===== src/rtl/ex_muldiv_unit_if.sv =====
// Operand/result bus between the ID/EX stage and the RV32M multiply/divide unit.
// Handshake: the unit takes start only while busy is low; done pulses for one cycle when result is updated.
interface ex_muldiv_unit_if #(
    parameter int XLEN = 32
);
    logic            start;
    logic [2:0]      select;
    logic [XLEN-1:0] data1;
    logic [XLEN-1:0] data2;
    logic            flush;
    logic            busy;
    logic            done;
    logic [XLEN-1:0] result;

    modport master (
        output start, select, data1, data2, flush,
        input  busy, done, result
    );

    modport slave (
        input  start, select, data1, data2, flush,
        output busy, done, result
    );
endinterface


===== src/rtl/ex_muldiv_unit.sv =====
// Multi-cycle RV32M multiply/divide: radix-2 shift-add / restoring divide on magnitudes plus a sign-fix cycle.
// Define MULDIV_FAST_EN to finish divide-by-zero, signed overflow and zero-operand multiplies straight from IDLE.
module ex_muldiv_unit #(
    parameter int XLEN  = 32,
    parameter int CNT_W = 6
) (
    input  logic                 clk,
    input  logic                 reset,
    ex_muldiv_unit_if.slave      bus,
    output logic [1:0]           dbg_state
);
    typedef enum logic [1:0] {
        S_IDLE = 2'd0,
        S_CALC = 2'd1,
        S_FIX  = 2'd2,
        S_DONE = 2'd3
    } state_t;

    state_t            state_q, state_d;
    logic [CNT_W-1:0]  cnt_q;
    logic [2:0]        op_q;
    logic [XLEN-1:0]   mag_a_q, mag_b_q;
    logic              neg_res_q, neg_rem_q, b_zero_q;
    logic [2*XLEN-1:0] acc_q;
    logic [XLEN-1:0]   result_q;

    logic              accept, a_signed, b_signed, neg_a, neg_b;
    logic [XLEN-1:0]   mag_a, mag_b;
    logic [XLEN:0]     mul_sum;
    logic [XLEN+1:0]   div_diff;
    logic [2*XLEN-1:0] prod_fix;
    logic [XLEN-1:0]   fix_result;

    assign accept = bus.start && !bus.flush && (state_q == S_IDLE || state_q == S_DONE);

    // MULHSU treats rs2 as unsigned; MULHU/DIVU/REMU treat both as unsigned.
    always_comb begin
        a_signed = bus.select[2] ? !bus.select[0] : (bus.select != 3'b011);
        b_signed = bus.select[2] ? !bus.select[0] : !bus.select[1];
        neg_a    = a_signed && bus.data1[XLEN-1];
        neg_b    = b_signed && bus.data2[XLEN-1];
        mag_a    = neg_a ? -bus.data1 : bus.data1;
        mag_b    = neg_b ? -bus.data2 : bus.data2;
    end

`ifdef MULDIV_FAST_EN
    logic            fast_hit;
    logic [XLEN-1:0] fast_result;

    always_comb begin
        fast_hit    = 1'b0;
        fast_result = '0;
        if (bus.select[2] && bus.data2 == '0) begin
            fast_hit    = 1'b1;
            fast_result = bus.select[1] ? bus.data1 : '1;
        end else if (bus.select[2] && !bus.select[0] &&
                     bus.data1 == {1'b1, {(XLEN-1){1'b0}}} && bus.data2 == '1) begin
            fast_hit    = 1'b1;
            fast_result = bus.select[1] ? '0 : bus.data1;
        end else if (!bus.select[2] && (bus.data1 == '0 || bus.data2 == '0)) begin
            fast_hit    = 1'b1;
            fast_result = '0;
        end
    end
`endif

    always_ff @(posedge clk) begin
        if (reset) state_q <= S_IDLE;
        else       state_q <= state_d;
    end

    always_comb begin
        state_d = state_q;
        case (state_q)
            S_IDLE, S_DONE: begin
                state_d = S_IDLE;
                if (accept) begin
`ifdef MULDIV_FAST_EN
                    state_d = fast_hit ? S_DONE : S_CALC;
`else
                    state_d = S_CALC;
`endif
                end
            end
            S_CALC: begin
                if (bus.flush)                         state_d = S_IDLE;
                else if (cnt_q == CNT_W'(XLEN - 1))    state_d = S_FIX;
            end
            S_FIX:   state_d = bus.flush ? S_IDLE : S_DONE;
            default: state_d = S_IDLE;
        endcase
    end

    always_comb begin
        bus.busy  = (state_q == S_CALC) || (state_q == S_FIX);
        bus.done  = (state_q == S_DONE);
        dbg_state = state_q;
    end

    // One radix-2 step: multiplier shifts out of acc[0]; divide shifts the dividend into the remainder half.
    always_comb begin
        mul_sum  = {1'b0, acc_q[2*XLEN-1:XLEN]} + (acc_q[0] ? {1'b0, mag_a_q} : '0);
        div_diff = {1'b0, acc_q[2*XLEN-1:XLEN-1]} - {2'b00, mag_b_q};
        prod_fix = neg_res_q ? -acc_q : acc_q;
        if (!op_q[2])
            fix_result = (op_q[1:0] == 2'b00) ? prod_fix[XLEN-1:0] : prod_fix[2*XLEN-1:XLEN];
        else if (op_q[1])
            fix_result = neg_rem_q ? -acc_q[2*XLEN-1:XLEN] : acc_q[2*XLEN-1:XLEN];
        else if (b_zero_q)
            fix_result = '1;
        else
            fix_result = neg_res_q ? -acc_q[XLEN-1:0] : acc_q[XLEN-1:0];
    end

    always_ff @(posedge clk) begin
        if (reset) begin
            cnt_q     <= '0;
            op_q      <= '0;
            mag_a_q   <= '0;
            mag_b_q   <= '0;
            neg_res_q <= 1'b0;
            neg_rem_q <= 1'b0;
            b_zero_q  <= 1'b0;
            acc_q     <= '0;
            result_q  <= '0;
        end else begin
            case (state_q)
                S_IDLE, S_DONE: begin
                    if (accept) begin
                        cnt_q     <= '0;
                        op_q      <= bus.select;
                        mag_a_q   <= mag_a;
                        mag_b_q   <= mag_b;
                        neg_res_q <= neg_a ^ neg_b;
                        neg_rem_q <= neg_a;
                        b_zero_q  <= (bus.data2 == '0);
                        acc_q     <= bus.select[2] ? {{XLEN{1'b0}}, mag_a} : {{XLEN{1'b0}}, mag_b};
`ifdef MULDIV_FAST_EN
                        if (fast_hit) result_q <= fast_result;
`endif
                    end
                end
                S_CALC: begin
                    cnt_q <= cnt_q + 1'b1;
                    if (!op_q[2])
                        acc_q <= {mul_sum, acc_q[XLEN-1:1]};
                    else if (!div_diff[XLEN+1])
                        acc_q <= {div_diff[XLEN-1:0], acc_q[XLEN-2:0], 1'b1};
                    else
                        acc_q <= {acc_q[2*XLEN-2:0], 1'b0};
                end
                S_FIX: begin
                    if (!bus.flush) result_q <= fix_result;
                end
                default: ;
            endcase
        end
    end

    assign bus.result = result_q;
endmodule


===== src/flat_wrapper.sv =====
// flat-port wrapper written by rule: the top's interface ports become plain ports
module ex_muldiv_unit_flat 
#(
    parameter int XLEN  = 32,
    parameter int CNT_W = 6
)
  (clk, reset, dbg_state, bus_start, bus_select, bus_data1, bus_data2, bus_flush, bus_busy, bus_done, bus_result);
  ex_muldiv_unit_if #(.XLEN(XLEN)) bus_i ();
  input  logic clk;
  input  logic reset;
  output logic [1:0] dbg_state;
  input wire logic [$bits(bus_i.start)-1:0] bus_start;
  input wire logic [$bits(bus_i.select)-1:0] bus_select;
  input wire logic [$bits(bus_i.data1)-1:0] bus_data1;
  input wire logic [$bits(bus_i.data2)-1:0] bus_data2;
  input wire logic [$bits(bus_i.flush)-1:0] bus_flush;
  output wire logic [$bits(bus_i.busy)-1:0] bus_busy;
  output wire logic [$bits(bus_i.done)-1:0] bus_done;
  output wire logic [$bits(bus_i.result)-1:0] bus_result;
  assign bus_i.start = bus_start;
  assign bus_i.select = bus_select;
  assign bus_i.data1 = bus_data1;
  assign bus_i.data2 = bus_data2;
  assign bus_i.flush = bus_flush;
  assign bus_busy = bus_i.busy;
  assign bus_done = bus_i.done;
  assign bus_result = bus_i.result;
  ex_muldiv_unit #(.XLEN(XLEN), .CNT_W(CNT_W)) u_core (.clk(clk), .reset(reset), .bus(bus_i), .dbg_state(dbg_state));
endmodule

===== config.mk =====
export PLATFORM = sky130hd
export DESIGN_NAME = ex_muldiv_unit_flat
export DESIGN_NICKNAME = d
export VERILOG_FILES = /design/src/rtl/ex_muldiv_unit_if.sv /design/src/rtl/ex_muldiv_unit.sv /design/src/flat_wrapper.sv
export SDC_FILE = /design/constraint.sdc
export NUM_CORES = 1
export LEC_CHECK = 0
export ABC_AREA = 0
export ABC_CLOCK_PERIOD_IN_PS = 4400
export CAP_MARGIN = 30
export CORE_ASPECT_RATIO = 0.5
export CORE_MARGIN = 2
export CORE_UTILIZATION = 29
export DETAILED_ROUTE_END_ITERATION = 10
export SLEW_MARGIN = 20
export SYNTH_ARGS = -nofsm -noshare
export SYNTH_HDL_FRONTEND = slang
export SYNTH_SLANG_ARGS = --single-unit

===== constraint.sdc =====
create_clock -name clk -period 4.4 [get_ports clk]
set_clock_uncertainty 0.05 [all_clocks]
set_input_delay 0.88 -clock clk [delete_from_list [all_inputs] [get_ports clk]]
set_output_delay 0.88 -clock clk [all_outputs]
set_load 0.02 [all_outputs]

Word level (Yosys, flattened, before mapping)
Index checks and enable logic that the tools add are counted.
Widths: inputs -> output; s select.
Cells by class
  add/sub/neg operators: 8
  reductions and logical operators: 17
  equal/unequal tests: 7
  multiplexer cells: 24
  bitwise logic cells: 2
Operators by type and width (number)
  $mux 32: 10
  $mux 64: 4
  $neg 32->32: 4
  $pmux 64 s2: 1
  $neg 64->64: 1
  $sub 33x32->34: 1
  $add 32x33->33: 1
  $logic_not 32->1: 1
  $pmux 6 s2: 1
  $add 6x1->6 const B: 1
  $eq 6x5->1 const B: 1
  $mux 2: 3
  $mux 6: 1
  $ne 3x2->1 const B: 2
  $pmux 2 s3: 1
  $reduce_and 2->1: 3
  $eq 2x2->1 const B: 2
  $logic_and 1x1->1: 4
  $logic_not 2->1: 2
  $logic_not 1->1: 3
  $mux 1: 3
  $eq 2x1->1 const B: 1
  $logic_or 1x1->1: 2
  $ne 2x1->1 const B: 1
  other kinds (4): 4
Storage, ports and cells
  word-level logic and storage cells: 68
  bits of input ports: 71
  register bits: 174
  output and inout port bits: 36

Longest topological paths before layout
  word-level depth: 7
  gate-level depth with buffers: 15
  depth with buffers taken out: 13

Worst setup path before layout
No wires, ideal clock.
  path type: input-to-reg
  from: in bus_data1[16]
  to: reg u_core.acc_q[24]
  data required time: 4218 ps
  path slack: 1108 ps
  cell stages on the path: 9
  arrival: 3110 ps
  library setup time: 132 ps
  path buffers: 0
  path through: or4_1 nor4b_1 nand3b_1 or3_1 o31ai_1 xor2_1 a211oi_1 a211oi_1 nor3_1
On the way
  longest elaborated chain between the ends: 5
RTL lines
  start: declaration: RTL line flat_wrapper.sv:14  | input wire logic [$bits(bus_i.data1)-1:0] bus_data1;
  $neg 32->32: RTL line ex_muldiv_unit.sv:42  | mag_a = neg_a ? -bus.data1 : bus.data1;
  $mux 32: RTL line ex_muldiv_unit.sv:42
  $mux 32: RTL line ex_muldiv_unit.sv:137  | acc_q <= bus.select[2] ? {{XLEN{1'b0}}, mag_a} : {{XLEN{1'b0}}, mag_b};
  $mux 64: RTL line ex_muldiv_unit.sv:129  | if (accept) begin
  $pmux 64 s2: RTL line ex_muldiv_unit.sv:127  | case (state_q)
  end signal: assignment: RTL line ex_muldiv_unit.sv:137
  end signal: assignment: RTL line ex_muldiv_unit.sv:146  | acc_q <= {mul_sum, acc_q[XLEN-1:1]};
  end signal: assignment: RTL line ex_muldiv_unit.sv:148  | acc_q <= {div_diff[XLEN-1:0], acc_q[XLEN-2:0], 1'b1};
  end: declaration: RTL line ex_muldiv_unit.sv:24  | logic [2*XLEN-1:0] acc_q;
No other way between the ends. The select of a mux whose other input is x is not followed.
A chain may end at the register's enable or synchronous reset.

Final worst setup path
  from: reg u_core.acc_q[32]
  to: reg u_core.result_q[24], in the netlist u_core.bus.result[24]
On the way
  longest elaborated chain between the ends: 4
  elaborated cells between the ends (all ways): 7
  classes of those cells: 2 x add/sub; 5 x mux
RTL lines
  $neg 64->64 or $neg 32->32 (tied branches): RTL line ex_muldiv_unit.sv:104, ex_muldiv_unit.sv:108
  $mux 64 or $mux 32 (tied branches): RTL line ex_muldiv_unit.sv:104, ex_muldiv_unit.sv:108
  $mux 32, on equally long branches: RTL line ex_muldiv_unit.sv:106, ex_muldiv_unit.sv:107
  $mux 32 (*): RTL line ex_muldiv_unit.sv:105  | if (!op_q[2])
  end signal: assignment: RTL line ex_muldiv_unit.sv:153  | if (!bus.flush) result_q <= fix_result;
  end: declaration: RTL line ex_muldiv_unit.sv:25  | logic [XLEN-1:0] result_q;
Every way passes the cells marked *; elsewhere a longest branch is shown, timed or not.

==> metrics <==
Vias 15900; Worst R2R Setup Slack 0.48 ns; Critical Path AT 4.23 ns; Setup violations, final 0; WL per Instance 22.3 um; full die area 0.0543 mm^2; clk buf depth 2; P&R area growth vs syn 15.9%; GR Util met2 31.9%; VDD IR-drop max 0.000276 V; # DRC 0; total track usage 22.1%; Post-CTS Setup Bufs 0; First DRT Iteration DRCs 1904; CP max stage delay 0.51 ns; Initial Util 29.3%; Seq/Total Area, Yosys 22.9%; Setup Crit Path Kind flop to flop; pin count of the biggest net entering global routing 94; Post-CTS Hold Buffers 0; grt ovf 0; Synth area leader dfxtp_1; met3 GRT Util 5.60%; most frequent cell after synthesis nor2_1; Final Cycle Share 89.1%; Area after DPL 0.0170 mm^2; fin. max-slew vios 0; global-route wire length before repair 91.7 mm; Die W 328 um; Seq. cell area 0.00349 mm^2; Root Buffer clkbuf_16; CP Launch Type flop; Tot Pwr 0.00444 W; CTS resizes 0; setup_tns 0 ns; Top FF cell, synth dfxtp_1; gpl congestion 0.998; Mapped Cells 2020; crit end category flop; Routed Antenna Nets 0; DP HPWL 48.1 mm; H-tree depth 4; power density cells 253 mW/mm^2; Netlist cell types 83; worst slew pin tran 0.982 ns; multi-input logic area 0.0108 mm^2; Vias/cell 5.69; Ys Warns 0; Placed Cells 2753; clock sink total 174; final hold vios 0; Synth top area share 22.9%; layout cells sized above 1 8.39%; Num CTS Buffers 17; Port Buf Inserts 106; min Tclk post-route 3.92 ns; EDFF count, synth 0; Final Routed Wirelength 62.2 mm; Commonest cells post-synth nor2_1, dfxtp_1, nand2_1; ys async rst share 0%; worst path required time 4.71 ns; largest cells by area after synthesis dfxtp_1, ha_1, xor2_1; Worst path slowest cell or4b_1; CTS tree built; First-pass DRT Iterations 5; GR peak layer met1; fill count 5564; CP Cell Sequence buf_4 -> inv_1 -> ha_1 -> or4b_1 -> or4_4 -> or3_1 -> nor4_2 -> nand2_1 -> o21ai_1 -> xor2_1 -> nor2_1 -> a211o_1; IO Count 107; Max Freq 255 MHz; max-cap viol count 0; vias in the first global route 14200; Reg clk slew, reported paths 0.08 ns; Mapped Area 0.0152 mm^2; row cnt 59; status complete, no violations; hold crit path type flop to flop; Die H 166 um; crit path max fanout 7; met1 Use GR 32.0%; worst skew pair latency 0.47 ns; Synthesized Nets 2165; Slew HR 34.5%; Yosys reg bits 174; final net count 2217; core area 0.0518 mm^2; synthesized area per cell 7.52 um^2; design area 0.0176 mm^2; leak pwr 6.67 nW; antenna violations before repair 2; RSZ-0062 raised after global routing no; Finished Layout Cells 2789
-- routing by layer --
layer  share of wire, %  routed length, um
met5                  0                  0
met1                 46              28800
met3                9.6               5950
met2                 41              25800
met4                2.6               1640
-- flip-flops by register name, indices dropped and copies added (netlist names) --
register,flops
u_core.dbg_state,2
u_core.acc_q,64
u_core.b_zero_q,1
u_core.bus.result,32
u_core.cnt_q,6
u_core.mag_a_q,32
u_core.op_q,3
u_core.neg_rem_q,1
u_core.mag_b_q,32
u_core.neg_res_q,1
-- area by class of cell --
| cell class | instances | area share [%] |
|---|---|---|
| clock buffers | 18 | 2.50 |
| clock inverters | 14 | 0.825 |
| repair buffers | 172 | 8.96 |
| well taps | 701 | 4.98 |
| inverters | 78 | 1.66 |
| diodes | 3 | 0.0427 |
| flip-flops and latches | 174 | 19.8 |
| multi-input cells | 1629 | 61.2 |
-- worst max-delay path: cells and delay by family, from the launching register on --
kind / cells / cell delay (ns)
simple gates: 6 / 1.91
compound gates: 2 / 0.49
xor+xnor: 1 / 0.41
flops: 1 / 0.37
buf+inv: 2 / 0.34
fa+ha+maj: 1 / 0.25
-- per-stage QoR --
step | util (%) | setup WS (ns) | hold slack (ns)
after floorplan | - | 1.11 | 0.382
after global placement | 32.8 | 0.345 | 0.379
after detailed placement | 32.8 | 0.252 | 0.380
after CTS | 33.9 | 0.623 | 0.390
after global routing | 34.0 | 0.364 | 0.424
final | 34.0 | 0.479 | 0.386
-- placed cells by master, fill, tap and decap left out, drive strengths merged, types with 9 or more instances in the layout --
| cell type | netlist | routed |
|---|---|---|
| nor3 | 56 | 56 |
| or4 | 20 | 20 |
| o41ai | 15 | 15 |
| xnor2 | 90 | 90 |
| nand4 | 16 | 16 |
| or2 | 11 | 11 |
| nand2b | 11 | 11 |
| nand2 | 158 | 158 |
| clkbuf | 125 | 18 |
| a21o | 28 | 28 |
| mux2 | 24 | 24 |
| a21oi | 151 | 151 |
| o211ai | 27 | 27 |
| a22oi | 16 | 16 |
| o21ai | 141 | 141 |
| dfxtp | 174 | 174 |
| and2 | 40 | 40 |
| o21a | 14 | 14 |
| inv | 77 | 84 |
| nor4 | 16 | 16 |
| mux2i | 32 | 32 |
| buf | 14 | 68 |
| a211o | 9 | 9 |
| a31oi | 19 | 19 |
| a211oi | 112 | 112 |
| a221oi | 16 | 16 |
| o221ai | 9 | 9 |
| ha | 72 | 72 |
| nand3 | 32 | 32 |
| o31ai | 33 | 33 |
| xor2 | 97 | 97 |
| or3 | 29 | 29 |
| and3 | 12 | 12 |
| clkdlybuf4s50 | 0 | 104 |
| nor2 | 215 | 215 |
| nor2b | 15 | 15 |
-- cell families after synthesis --
| kind of cell | after synthesis | share of synthesized area, % |
|---|---|---|
| muxes | 56 | 3.89 |
| adders and majority gates | 74 | 6.19 |
| DFF | 174 | 22.9 |
| AOI/OAI and AO/OA | 666 | 29.1 |
| xor gates and xnor gates | 187 | 10.8 |
| and+or+nand+nor | 646 | 20.9 |
| buffers and inverters | 217 | 6.24 |
-- worst paths after layout --
check | from | end | depth (start not counted)
setup / recovery | u_core.acc_q[32] | u_core.bus.result[24] | 12
hold / removal | u_core.bus.result[7] | u_core.bus.result[7] | 2
setup reg to reg | u_core.acc_q[32] | u_core.bus.result[24] | 12
hold reg to reg | u_core.bus.result[7] | u_core.bus.result[7] | 2
-- power by group --
| group | leakage [nW] | internal, W | total (W) | switching (W) |
|---|---|---|---|---|
| clock network | 0.275 | 0.000770 | 0.00157 | 0.000795 |
| registers | 1.42 | 0.00164 | 0.00174 | 0.0000922 |
| logic | 4.98 | 0.000426 | 0.00114 | 0.000718 |
| total | 6.67 | 0.00284 | 0.00444 | 0.00160 |
(Power assumes the default switching activity.)
